==> src/rtl/result_collector_pkg.sv <==
// Shared definitions for the result collector: index codes, word widths and
// the collect FSM state encoding.
package result_collector_pkg;

  localparam int unsigned IDX_W  = 3;
  localparam int unsigned WORD_W = 4;
  localparam int unsigned RES_W  = 5;

  // Index value meaning "no bit this cycle".
  localparam logic [IDX_W-1:0] IDX_IDLE = 3'h7;

  typedef enum logic {
    IDLE    = 1'b0,
    COLLECT = 1'b1
  } state_t;

endpackage

==> src/rtl/result_out_reg.sv <==
// Output holding register for completed result words.
// Holds one word behind a valid/ready handshake, flags dropped words
// (sticky overflow) and optionally keeps the parity of the held word.
// Optional feature macro: RESULT_PARITY_EN (parity register; otherwise tied 0).
// Ports:
//   clk, rst_n  - clock, asynchronous active-low reset
//   done        - a completed word is offered this cycle
//   word        - the completed word
//   rdy         - downstream ready
//   result      - held word
//   result_vld  - result holds an untaken word
//   overflow    - sticky: a completed word was dropped
//   parity      - XOR of the held word's bits (0 when parity is disabled)
module result_out_reg
  import result_collector_pkg::*;
(
  input  logic             clk,
  input  logic             rst_n,
  input  logic             done,
  input  logic [RES_W-1:0] word,
  input  logic             rdy,
  output logic [RES_W-1:0] result,
  output logic             result_vld,
  output logic             overflow,
  output logic             parity
);

  logic load_c;

  // A new word fits when the holder is empty or is being emptied this edge.
  assign load_c = done && (!result_vld || rdy);

  // Holding register, valid flag and sticky overflow.
  always_ff @(posedge clk or negedge rst_n) begin
    if (!rst_n) begin
      result     <= '0;
      result_vld <= 1'b0;
      overflow   <= 1'b0;
    end else begin
      if (load_c) begin
        result     <= word;
        result_vld <= 1'b1;
      end else if (result_vld && rdy) begin
        result_vld <= 1'b0;
      end
      if (done && result_vld && !rdy) begin
        overflow <= 1'b1;
      end
    end
  end

`ifdef RESULT_PARITY_EN
  // Parity tracks whichever word was last loaded into result.
  always_ff @(posedge clk or negedge rst_n) begin
    if (!rst_n) begin
      parity <= 1'b0;
    end else if (load_c) begin
      parity <= ^word;
    end
  end
`else
  assign parity = 1'b0;
`endif

endmodule

==> src/rtl/result_collector.sv <==
// Collects bit-serial result bits (weights 0..3) plus a final carry into a
// 5-bit word {carry, b3, b2, b1, b0} and hands it to an output register.
// Optional feature macro: RESULT_PARITY_EN (enables the PARITY register).
// Ports:
//   CLK, RST    - clock, asynchronous active-low reset
//   BIT_IN      - serial result bit
//   BIT_IDX     - bit weight 0..3, 7 = no bit, 4..6 illegal
//   CARRY_LAST  - final carry, used with index 3
//   RDY_IN      - downstream ready
//   RESULT      - assembled word
//   RESULT_VLD  - RESULT holds an untaken word
//   OVERFLOW    - sticky: a completed word was dropped
//   SEQ_ERR     - one-cycle pulse on an out-of-order index
//   PARITY      - parity of RESULT (0 when parity is disabled)
module result_collector
  import result_collector_pkg::*;
(
  input  logic             CLK,
  input  logic             RST,
  input  logic             BIT_IN,
  input  logic [IDX_W-1:0] BIT_IDX,
  input  logic             CARRY_LAST,
  input  logic             RDY_IN,
  output logic [RES_W-1:0] RESULT,
  output logic             RESULT_VLD,
  output logic             OVERFLOW,
  output logic             SEQ_ERR,
  output logic             PARITY
);

  state_t            state;
  logic [1:0]        exp_idx;
  logic [WORD_W-2:0] partial;

  logic              done_c;
  logic [RES_W-1:0]  word_c;

  // Word completes on the expected index 3; the output register loads it
  // at this same edge.
  always_comb begin
    done_c = 1'b0;
    word_c = {CARRY_LAST, BIT_IN, partial};
    if ((state == COLLECT) && (BIT_IDX == 3'd3) && (exp_idx == 2'd3)) begin
      done_c = 1'b1;
    end
  end

  // Collect FSM: index 7 is a bubble; anything out of order flags SEQ_ERR
  // and drops the partial word, with index 0 restarting immediately.
  always_ff @(posedge CLK or negedge RST) begin
    if (!RST) begin
      state   <= IDLE;
      exp_idx <= 2'd0;
      partial <= '0;
      SEQ_ERR <= 1'b0;
    end else begin
      SEQ_ERR <= 1'b0;
      if (BIT_IDX != IDX_IDLE) begin
        if ((state == IDLE) && (BIT_IDX == 3'd0)) begin
          state   <= COLLECT;
          exp_idx <= 2'd1;
          partial <= (WORD_W-1)'(BIT_IN);
        end else if ((state == COLLECT) && (BIT_IDX == IDX_W'(exp_idx))) begin
          if (exp_idx == 2'd3) begin
            state   <= IDLE;
            exp_idx <= 2'd0;
            partial <= '0;
          end else begin
            partial[exp_idx] <= BIT_IN;
            exp_idx          <= 2'(exp_idx + 2'd1);
          end
        end else begin
          SEQ_ERR <= 1'b1;
          if (BIT_IDX == 3'd0) begin
            state   <= COLLECT;
            exp_idx <= 2'd1;
            partial <= (WORD_W-1)'(BIT_IN);
          end else begin
            state   <= IDLE;
            exp_idx <= 2'd0;
            partial <= '0;
          end
        end
      end
    end
  end

  result_out_reg u_out (
    .clk        (CLK),
    .rst_n      (RST),
    .done       (done_c),
    .word       (word_c),
    .rdy        (RDY_IN),
    .result     (RESULT),
    .result_vld (RESULT_VLD),
    .overflow   (OVERFLOW),
    .parity     (PARITY)
  );

endmodule

==> config.mk <==
export PLATFORM = sky130hd
export DESIGN_NAME = result_collector
export DESIGN_NICKNAME = d
export VERILOG_FILES = /design/src/rtl/result_collector_pkg.sv /design/src/rtl/result_out_reg.sv /design/src/rtl/result_collector.sv
export SDC_FILE = /design/constraint.sdc
export NUM_CORES = 1
export LEC_CHECK = 0
export CORE_MARGIN = 2
export CORE_UTILIZATION = 35
export CTS_CLUSTER_DIAMETER = 200
export CTS_CLUSTER_SIZE = 10
export DETAILED_ROUTE_END_ITERATION = 16
export HOLD_SLACK_MARGIN = 0.06
export PLACE_DENSITY = 0.65
export SLEW_MARGIN = 20
export SYNTH_ARGS = -nofsm -noshare
export SYNTH_HDL_FRONTEND = slang
export SYNTH_HIERARCHICAL = 1
export SYNTH_SLANG_ARGS = --single-unit
==> constraint.sdc <==
create_clock -name CLK -period 1.3 [get_ports CLK]
set_input_delay 0.13 -clock CLK [delete_from_list [all_inputs] [get_ports CLK]]
set_output_delay 0.13 -clock CLK [all_outputs]
set_load 0.05 [all_outputs]
==> results of run 1 <==
logic make-up (layout without fill, tap and decap cells):
kind of cell | after synthesis | in the layout | share of synthesized area
AOI/OAI and AO/OA | 14 | 14 | 0.1429
DFF | 14 | 14 | 0.4706
and+or+nand+nor | 14 | 14 | 0.1597
muxes | 5 | 5 | 0.1008
buffers and inverters | 5 | 33 | 0.03025
adders and majority gates | 4 | 4 | 0.06723
xor gates and xnor gates | 2 | 2 | 0.02353
other | 1 | 1 | 0.005037
per-stage QoR:
step	cells	cell area (µm²)	TNS, ns
finish	114	1179	-0.04212
global route	114	1179	-0.3238
CTS	113	1117	-0.1442
detailed placement	108	1066	-2.787
global placement	108	1066	-2.649
floorplan	59	749.5	-0.1204
state kept, by name (all words and copies together) (netlist names):
name,count
partial,3
u_out/result_vld,1
u_out/overflow,1
state,1
exp_idx,2
u_out/result,5
SEQ_ERR,1
Yosys cell counts (all sizes together) (2+ instances only):
library cell	instances	area, µm²
mux2	5	75.07
o21ai	4	20.02
a22o	2	17.52
nand2	6	30.03
dfrtp	14	350.3
ha	4	50.05
inv	4	15.01
a21o	2	15.01
power breakdown:
part	internal (W)	switching, W	leakage, nW	total (W)
sequential	0.000443	0.00000737	0.187	0.000450
combinational	0.0000708	0.0000668	0.342	0.000138
clock	0.000170	0.000141	0.0210	0.000311
total	0.000684	0.000215	0.550	0.000899
what timing repair did:
action	4_1_cts	5_1_grt
pin swaps	3	1
gates resized for setup	1	15
endpoints found under the hold margin	0	0
setup endpoints to repair	9	10
hold buffers	0	0
setup buffers	1	1
critical path: stages:
cell and delay, ns:
clkdlybuf4s50_1 0.53, or3_4 0.45, a31oi_2 0.22, o2bb2ai_1 0.15, a21o_1 0.09
worst max path at each step:
stage	from	to	slack [ns]	depth (start not counted)
global placement	BIT_IDX[2]	u_out/result[4]	-0.24	5
detailed placement	BIT_IDX[1]	partial[0]	-0.27	5
floorplan	exp_idx[0]	u_out/result[0]	-0.02	4
CTS	exp_idx[1]	u_out/result[4]	-0.03	4
finish	BIT_IDX[1]	partial[0]	-0.04	5
global route	exp_idx[0]	partial[2]	-0.05	4
layout make-up:
type	instances	area, µm²	area share
Tap cell	27	33.78	0.02866
Inverter	4	17.52	0.01486
Sequential cell	14	352.8	0.2994
Timing Repair Buffer	25	312.8	0.2654
Clock buffer	4	36.28	0.03079
Multi-Input combinational cell	40	425.4	0.3609
metal layers:
metal | vias up | part of all wire | track usage
met1 | 273 | 0.39 | 0.1314
li1 | 262 | - | -
met2 | 12 | 0.57 | 0.2544
met5 | - | 0 | 0
met4 | 0 | 0.013 | 0.06944
met3 | 2 | 0.031 | 0.03030
==> flow_summary_export.csv, run 1 <==
group,metric,value,unit
status,status,"complete, but fails checks",
layout,fin_util,0.5947,
global_routing,track_usage,0.1338,
layout,final_cell_mix,"12 x dfrtp_1, 8 x buf_12, 8 x buf_4, 7 x clkdlybuf4s50_1",
timing,finalMaxSlewViolations,0,
global_routing,overflow,0,
synthesis,yosysWarnings,6,
setup_path,r2r_cells,4,
layout,area_delta_synth_final,58.32,%
synthesis,syn_area_per_cell,12.62,µm²
synthesis,yosysSeqAreaShare,0.4706,
floorplan,start_util,0.3756,
timing,skew,0.002761,ns
global_routing,grt_pass1_wl,2525,µm
routing,post_drt_wl_per_cell,13.18,µm
floorplan,core.rowCount,16,
setup_path,regToRegSetupSlack,0,ns
layout,final_common_cell,"dfrtp_1",
timing,fin_ws,-0.03727,ns
routing,ant_nets,0,
routing,drtIter0Drc,2,
setup_path,crit_arrival,1.56,ns
cts,cts_max_level,1,
floorplan,dieArea,2512,µm²
floorplan,die_x,50.12,µm
cts,tritoncts,"built",
status,violations,"negative setup slack",
layout,final_nets,100,
timing,whs,0.1646,ns
power,total_power,0.0008990,W
routing,drc,0,
synthesis,synth_flop_cell,"dfrtp_1",
timing,rsz0062_at_grt,"true",
setup_path,cp.required,1.53,ns
synthesis,synth_edf_count,0,
layout,fillerInstances,156,
synthesis,ys_types,27,
placement,port_buffers,15,
global_routing,grt_max_degree,15,
setup_path,worstSetupEndpointType,"flop",
placement,preCtsSetupSlack,-0.2655,ns
cts,clock_latency,0.28,ns
placement,dp.final_hpwl,1157,µm
cts,cts.sinks,14,
synthesis,synth-seq-cells,14,
power,p_leak,0.5503,nW
routing,via_per_inst,4.816,
setup_path,rr_endpoint,"u_out/result[4]",
setup_path,crit_type,"primary input to flop",
cts,ctsLongestPathBuffers,2,
setup_path,start_kind,"primary input",
job,cap_violations,0,
timing,period_minus_slack,1.337,ns
synthesis,synthesis.area,744.5,µm²
global_routing,antenna_found_initial,0,
synthesis,synthesis.nets,71,
synthesis,synthCells,59,
power,power_per_cell_area,762.7,nW/µm²
power,peakVddDrop,0.3817,mV
timing,setup_viol,2,
cts,clkSlewWorstSetupHoldPaths,0.08,ns
layout,diodes,0,
timing,hold_viol_final,0,
synthesis,async_reset_ff_frac,1.000,
global_routing,grt_pass1_vias,584,
floorplan,io_pins,17,
floorplan,fp.dieH,50.12,µm
hold_path,hold_class,"primary input to async pin",
routing,drt-total-wl,1503,µm
cts,cts-root-buf,"clkbuf_4",
timing,fin_crit_sh,1.029,
setup_path,path_max_fanout,5,
floorplan,core-area,1982,µm²
cts,cts_buffers,3,
routing,via_count,549,
layout,drive_above_1_share,0.5172,
placement,gp_congestion,0.7557,
timing,fmax,0.7478,GHz
setup_path,reg2reg_from,"exp_idx[0]",
routing,first_pass_iters,3,
Power figures use the tool's default switching activity.
==> run 2: changes to the inputs <==
--- a/config.mk
+++ b/config.mk
@@ -7,7 +7,7 @@
 export LEC_CHECK = 0
 export CORE_MARGIN = 2
 export CORE_UTILIZATION = 35
-export CTS_CLUSTER_DIAMETER = 200
+export CTS_CLUSTER_DIAMETER = 30
 export CTS_CLUSTER_SIZE = 10
 export DETAILED_ROUTE_END_ITERATION = 16
 export HOLD_SLACK_MARGIN = 0.06
==> results of run 2 <==
The final DEF is identical to that of run 1; final timing and power are the same.
